==> src/rtl/wbu.sv <==
// ---------------------------------------------------------------------------
// wbu -- write-back unit, the last stage of the multi-cycle core.
//
// It takes one packet per instruction from the load/store stage, picks either
// the load data or the execute result, and writes that value to the register
// file once. Writes to x0 are suppressed. It then signals completion to the
// fetch stage and waits until fetch accepts it. Only one instruction is ever
// in flight.
//
// Ports:
//   clk        core clock, all state changes on the rising edge
//   rst_n      asynchronous active-low reset
//   lsu_valid  upstream packet valid
//   lsu_data   packet {load[W], rd[5], reg_wen, sel_mem, result[W]}
//   wbu_ready  unit is idle and can accept a packet this cycle
//   rf_wen     register-file write enable, single-cycle pulse
//   rf_waddr   destination register index
//   rf_wdata   register write data
//   wbu_valid  instruction complete, next fetch may start
//   ifu_ready  fetch stage accepts the completion
//   retire_cnt 64-bit count of completion handshakes
//              (only present when WBU_RETIRE_CNT_EN is defined)
//
// Optional feature macro: WBU_RETIRE_CNT_EN
// ---------------------------------------------------------------------------
module wbu #(
   parameter int WIDTH = 32
) (
   input  logic               clk,
   input  logic               rst_n,
   input  logic               lsu_valid,
   input  logic [2*WIDTH+6:0] lsu_data,
   output logic               wbu_ready,
   output logic               rf_wen,
   output logic [4:0]         rf_waddr,
   output logic [WIDTH-1:0]   rf_wdata,
   output logic               wbu_valid,
   input  logic               ifu_ready
`ifdef WBU_RETIRE_CNT_EN
   ,
   output logic [63:0]        retire_cnt
`endif
);

   typedef enum logic [1:0] {
      S_IDLE  = 2'd0,
      S_WRITE = 2'd1,
      S_DONE  = 2'd2
   } state_t;

   state_t state;
   state_t state_next;

   logic [WIDTH-1:0] pkt_load;
   logic [4:0]       pkt_rd;
   logic             pkt_reg_wen;
   logic             pkt_sel_mem;
   logic [WIDTH-1:0] pkt_result;
   logic             transfer;

   // Packet field extraction, only meaningful on a transfer edge.
   assign pkt_load    = lsu_data[2*WIDTH+6 -: WIDTH];
   assign pkt_rd      = lsu_data[WIDTH+6 -: 5];
   assign pkt_reg_wen = lsu_data[WIDTH+1];
   assign pkt_sel_mem = lsu_data[WIDTH];
   assign pkt_result  = lsu_data[WIDTH-1:0];

   // Ready depends on the state register alone, so there is no combinational
   // path from lsu_valid back to wbu_ready.
   assign wbu_ready = (state == S_IDLE);
   assign transfer  = lsu_valid & wbu_ready;

   // Next-state logic. S_WRITE lasts exactly one cycle; if fetch is not ready
   // yet we park in S_DONE until it is. Unknown encodings fall back to idle.
   always_comb begin
      state_next = state;
      unique case (state)
         S_IDLE:  if (transfer) state_next = S_WRITE;
         S_WRITE: state_next = ifu_ready ? S_IDLE : S_DONE;
         S_DONE:  if (ifu_ready) state_next = S_IDLE;
         default: state_next = S_IDLE;
      endcase
   end

   // State and registered outputs. The address/data registers double as the
   // captured packet: they load only on a transfer and hold through S_DONE.
   // rf_wen and wbu_valid are registered images of the state being entered,
   // so they line up with S_WRITE / S_WRITE+S_DONE without decode glitches.
   always_ff @(posedge clk or negedge rst_n) begin
      if (!rst_n) begin
         state     <= S_IDLE;
         rf_wen    <= 1'b0;
         rf_waddr  <= '0;
         rf_wdata  <= '0;
         wbu_valid <= 1'b0;
      end else begin
         state     <= state_next;
         rf_wen    <= 1'b0;
         wbu_valid <= (state_next == S_WRITE) || (state_next == S_DONE);
         if (transfer) begin
            rf_wen   <= pkt_reg_wen & (pkt_rd != 5'd0);
            rf_waddr <= pkt_rd;
            rf_wdata <= pkt_sel_mem ? pkt_load : pkt_result;
         end
      end
   end

`ifdef WBU_RETIRE_CNT_EN
   // Counts every completion handshake, including instructions with no
   // register write. Wraps naturally at 2^64.
   always_ff @(posedge clk or negedge rst_n) begin
      if (!rst_n) begin
         retire_cnt <= 64'd0;
      end else if (wbu_valid && ifu_ready) begin
         retire_cnt <= retire_cnt + 64'd1;
      end
   end
`endif

endmodule
==> config.mk <==
export PLATFORM = sky130hd
export DESIGN_NAME = wbu
export DESIGN_NICKNAME = d
export VERILOG_FILES = /design/src/rtl/wbu.sv
export SDC_FILE = /design/constraint.sdc
export NUM_CORES = 1
export LEC_CHECK = 0
export ABC_AREA = 0
export CORE_MARGIN = 1.5
export CORE_UTILIZATION = 38
export CTS_CLUSTER_DIAMETER = 80
export DETAILED_ROUTE_END_ITERATION = 6
export PLACE_DENSITY = 0.78
export SYNTH_ARGS = -nofsm -noshare
export SYNTH_HDL_FRONTEND = slang
export SYNTH_SLANG_ARGS = --single-unit
==> constraint.sdc <==
create_clock -name clk -period 1.7 [get_ports clk]
set_input_delay 0.34 -clock clk [delete_from_list [all_inputs] [get_ports clk]]
set_output_delay 0.34 -clock clk [all_outputs]
set_load 0.05 [all_outputs]
# ---- After elaboration in Yosys (flattened, before gate mapping)
# Cells that the tools add are included.
dict set report classes {
  n_eq_ne 4
  n_mux 6
  bitwise 2
  n_reduce_logical 3
}
# operator n
set ops {}
lappend ops {{32-bit 2-to-1 mux} 1}
lappend ops {{2-bit 2-to-1 mux} 3}
lappend ops {{2-bit case mux with 3 select lines} 1}
lappend ops {{5-bit nonzero test} 1}
lappend ops {{2-bit by 1-bit equality test with 1-bit output, second input constant} 2}
lappend ops {{2-bit equality test, second input constant} 2}
lappend ops {{1-bit bitwise AND} 2}
lappend ops {{2-bit zero test} 1}
lappend ops {{1-bit logical OR} 1}
lappend ops {{1-bit 2-to-1 mux} 1}
dict set report word_totals {
  regBits 41
  input_bits 75
  out_inout_bits 40
  wordCells 20
}

# ---- Longest topological paths before layout
# Gate-level depths: netlist of the first run.
dict set report depth {
  word_depth 6
  mapped_depth 4
  depth_no_buf 2
}

# ---- Worst setup path after synthesis of the first run
# OpenSTA, ideal clock, no wires.
dict set report synth_path {
  kind {register to output}
  from {reg state[1]}
  to {out wbu_ready}
  arrival_time_ns 1.084
  t_required_ns 1.360
  path_slack_ns 0.276
  path_stages_with_launch 2
  path_buffers 0
  cell_sequence {dfrtp_1 -> nor2_1}
}
dict set report synth_between {
  elab_chain_cells 1
}
# item line
set synth_rtl {}
lappend synth_rtl {{start: declaration} 51} ;# state_t state;
lappend synth_rtl {{start signal: assignment} 97} ;# state <= state_next;
lappend synth_rtl {{2-bit zero test} 70} ;# assign wbu_ready = (state == S_IDLE);
lappend synth_rtl {{end: declaration} 33} ;# output logic wbu_ready,
# No other way between the ends.

# ---- Worst setup path after layout of the first run
dict set report layout_path {
  from {in lsu_data[32]}
  to {reg rf_wdata[23]}
}
dict set report layout_between {
  elab_chain_cells 1
}
# item line
set layout_rtl {}
lappend layout_rtl {{start: declaration} 32} ;# input logic [2*WIDTH+6:0] lsu_data,
lappend layout_rtl {{32-bit 2-to-1 mux} 103} ;# rf_wdata <= pkt_sel_mem ? pkt_load : pkt_result;
lappend layout_rtl {{end signal: assignment} 103}
lappend layout_rtl {{end: declaration} 36} ;# output logic [WIDTH-1:0] rf_wdata,
# No other way between the ends.
# A chain may end at the register's enable or synchronous reset.

==> impl_metrics.csv, run 1 <==
group,metric,value,unit
floorplanning,die-area,5781,um2
pwr,max-vdd-ir-drop,0.8810,mV
cts,insertion_delay,290,ps
finish,num_antenna_cells,0,
critical_path,slowest_delay,510,ps
finish,syn_to_final_growth,62.22,%
placed_design,dp_hpwl,3722,um
critical_path,path_max_fanout,32,
critical_path,worst_path_max_delay_cell,"clkdlybuf4s50_1",
floorplanning,initial_utilization,39.44,%
routing,drt-vias-per-instance,4.825,
pwr,p_per_area,1522,nW/um2
critical_path,critPathLaunchType,"primary input",
synth,ys_seq_elements,41,
floorplanning,io_pins,115,
grt,grt_pass1_vias,1586,
placed_design,post-place-ws,-153.0,ps
critical_path,cp_num_cells,4,
outcome,status,"complete, no violations",
synth,synth.most_common_cell,"mux2_2",
grt,grt_overflow,0,
critical_path,critPathBufInv,2,
pwr,power.leakage,0.001440,uW
critical_path,worstPathArrival,1720,ps
sta,finalSetupViolCount,0,
floorplanning,die-width,76.04,um
cts,clockRootBuffer,"clkbuf_8",
routing,drc,0,
sta,finalWorstSetupSlack,164.7,ps
sta,fin_skew,3.669,ps
synth,yosys-top-cells-area,"dfrtp_1 (51%), mux2_2 (25%), mux2_4 (16%)",
cts,clkTransAtPathRegs,80,ps
run,max_cap_viol_count,0,
synth,yosysSeqAreaShare,50.62,%
critical_path,r2r_cells,3,
synth,synthArstFlopShare,100.0,%
placed_design,io_buffers,114,
hold_path,min_path_type,"reg2reg",
routing,post_drt_wl_per_cell,15.85,um
synth,synth.top_cell.area_share,50.62,%
pwr,p_sw_share,41.90,%
synth,synthTopCellsByCount,"mux2_2 (45), dfrtp_1 (41), mux2_4 (21)",
synth,syn_area,2027,um2
routing,drtIter0Drc,49,
cts,postCtsResizedCells,0,
pwr,total_power,5004,uW
pwr,pwr-share-comb,51.8,%
sta,max_freq,0.6513,GHz
grt,grt_pass1_wl,7997,um
cts,clkSinkCount,41,
routing,dr.pass1.iters,3,
critical_path,crit_chain,"clkdlybuf4s50_1, buf_12, mux2_2, mux2_4",
synth,postSynthCellCount,125,
finish,layout.nets,318,
sta,slew_violations,0,
finish,regArea,1026,um2
cts,cts_setup_buffers,0,
floorplanning,rows,26,
finish,drive_above_1_share,49.18,%
critical_path,crit_required,1880,ps
synth,synth_edf_count,0,
floorplanning,die_h,76.04,um
grt,grt_max_degree,35,
pwr,seqPwrFrac,29.8,%
sta,rsz0062_at_grt,"false",
synth,synth_cell_types,12,
synth,ys_warn_count,0,
synth,avgSynthCellArea,16.22,um2
cts,clock_path_buffers,2,
placed_design,gp_congestion,0.8370,
sta,finalHoldViolations,0,
sta,relSlewSlack,71.89,%
sta,period_minus_slack,1535,ps
pwr,p_clk_share,18.4,%
cts,h-tree-depth,2,
finish,multi_input_comb_area,914.6,um2
finish,fill_cells,421,
grt,grt_usage,17.72,%
routing,vias,1515,
routing,antenna_left,0,
pwr,p_int,2907,uW
critical_path,crit_family,"buffers and inverters",
cts,cts_buffers,5,
sta,fin_tns_setup,0,ps
cts,cts_tree,"built",
floorplanning,coreArea,5140,um2
synth,synth.net_count,200,
grt,antenna_found_initial,0,
pwr,switching_power,2097,uW
cts,ctsHoldBuffers,1,
routing,wl,4977,um
synth,synth_ff_type,"dfrtp_1",
synth,yosysTopAreaCell,"dfrtp_1",
critical_path,path_class,"in2reg",
sta,period_share,90.31,%
hold_path,min_path_cells,1,
sta,tightestPinTransition,421.7,ps
critical_path,critPathCaptureType,"register",
-- cell type report --
| type | instances | share of cell area (%) |
|---|---|---|
| clock buffer | 5 | 2.093 |
| clock inverter | 3 | 1.979 |
| multi-input combinational | 76 | 27.82 |
| sequential | 41 | 31.20 |
| tap | 70 | 2.664 |
| timing repair buffer | 119 | 34.25 |
-- worst reg2reg max path, cell delays in order (launching register included) --
cell and delay, ps:
dfrtp_1 450, nor3b_4 270, buf_12 270, mux2_2 380
-- kinds of logic after synthesis --
kind of cell / Yosys count / synth area share [%]
muxes: 69 / 42.22
buffers and inverters: 8 / 4.260
DFF: 41 / 50.62
xor gates and xnor gates: 1 / 0.4322
AOI/OAI and AO/OA: 2 / 0.8644
and+or+nand+nor: 4 / 1.605
-- registers in the layout (all words and copies together) (netlist names) --
register and count:
rf_wdata 32, rf_waddr 5, state 2, wbu_valid 1, rf_wen 1
-- power by group through the flow --
stage | combinational, uW | sequential [uW] | clock (uW)
final | 2590 | 1490 | 921
after global placement | 2590 | 1500 | 0
after CTS | 2610 | 1490 | 951
after detailed placement | 2610 | 1500 | 0
after floorplan | 611 | 2620 | 0
after global routing | 2690 | 1530 | 988
-- cells in the final DEF (no fill, tap or decap), drive strengths merged, types with 2 or more instances in the layout --
cell / n
clkdlybuf4s50: 73
mux2: 69
buf: 45
dfrtp: 41
clkbuf: 5
nor2: 2
bufinv: 2
-- worst paths after layout --
kind                              start            to  slack [ps]
hold reg to reg             rf_waddr[4]   rf_waddr[4]         490
min in group asynchronous         rst_n   rf_wdata[2]         510
hold / removal              rf_waddr[4]   rf_waddr[4]         490
setup reg to reg               state[1]  rf_wdata[21]         220
max in group asynchronous         rst_n  rf_wdata[31]         720
setup / recovery           lsu_data[32]  rf_wdata[23]         160
-- through the flow --
stage          util, %  instance area (um2)  std cells  hold slack [ps]
2_1_floorplan        -                 2027        125            44.41
3_5_place_dp     61.17                 3144        305            302.6
4_1_cts          63.97                 3288        314            500.3
6_report         63.97                 3288        314            490.4
5_1_grt          63.97                 3288        314            510.9
3_3_place_gp     61.17                 3144        305            306.2
-- metal layers --
metal	vias to the layer above	global-route usage [%]	part of all wire (%)
li1	687	-	-
met1	747	20.62	40
met2	71	30.00	51
met3	10	5.629	6.5
met4	0	7.778	3.0
met5	-	0	0
(Power assumes the default switching activity.)
==> run 2, diff against run 1 <==
--- a/config.mk
+++ b/config.mk
@@ -11,6 +11,7 @@
 export CTS_CLUSTER_DIAMETER = 80
 export DETAILED_ROUTE_END_ITERATION = 6
 export PLACE_DENSITY = 0.78
+export SLEW_MARGIN = 20
 export SYNTH_ARGS = -nofsm -noshare
 export SYNTH_HDL_FRONTEND = slang
 export SYNTH_SLANG_ARGS = --single-unit
==> results of run 2 <==
No change in the layout: final DEF, timing and power equal those of run 1.
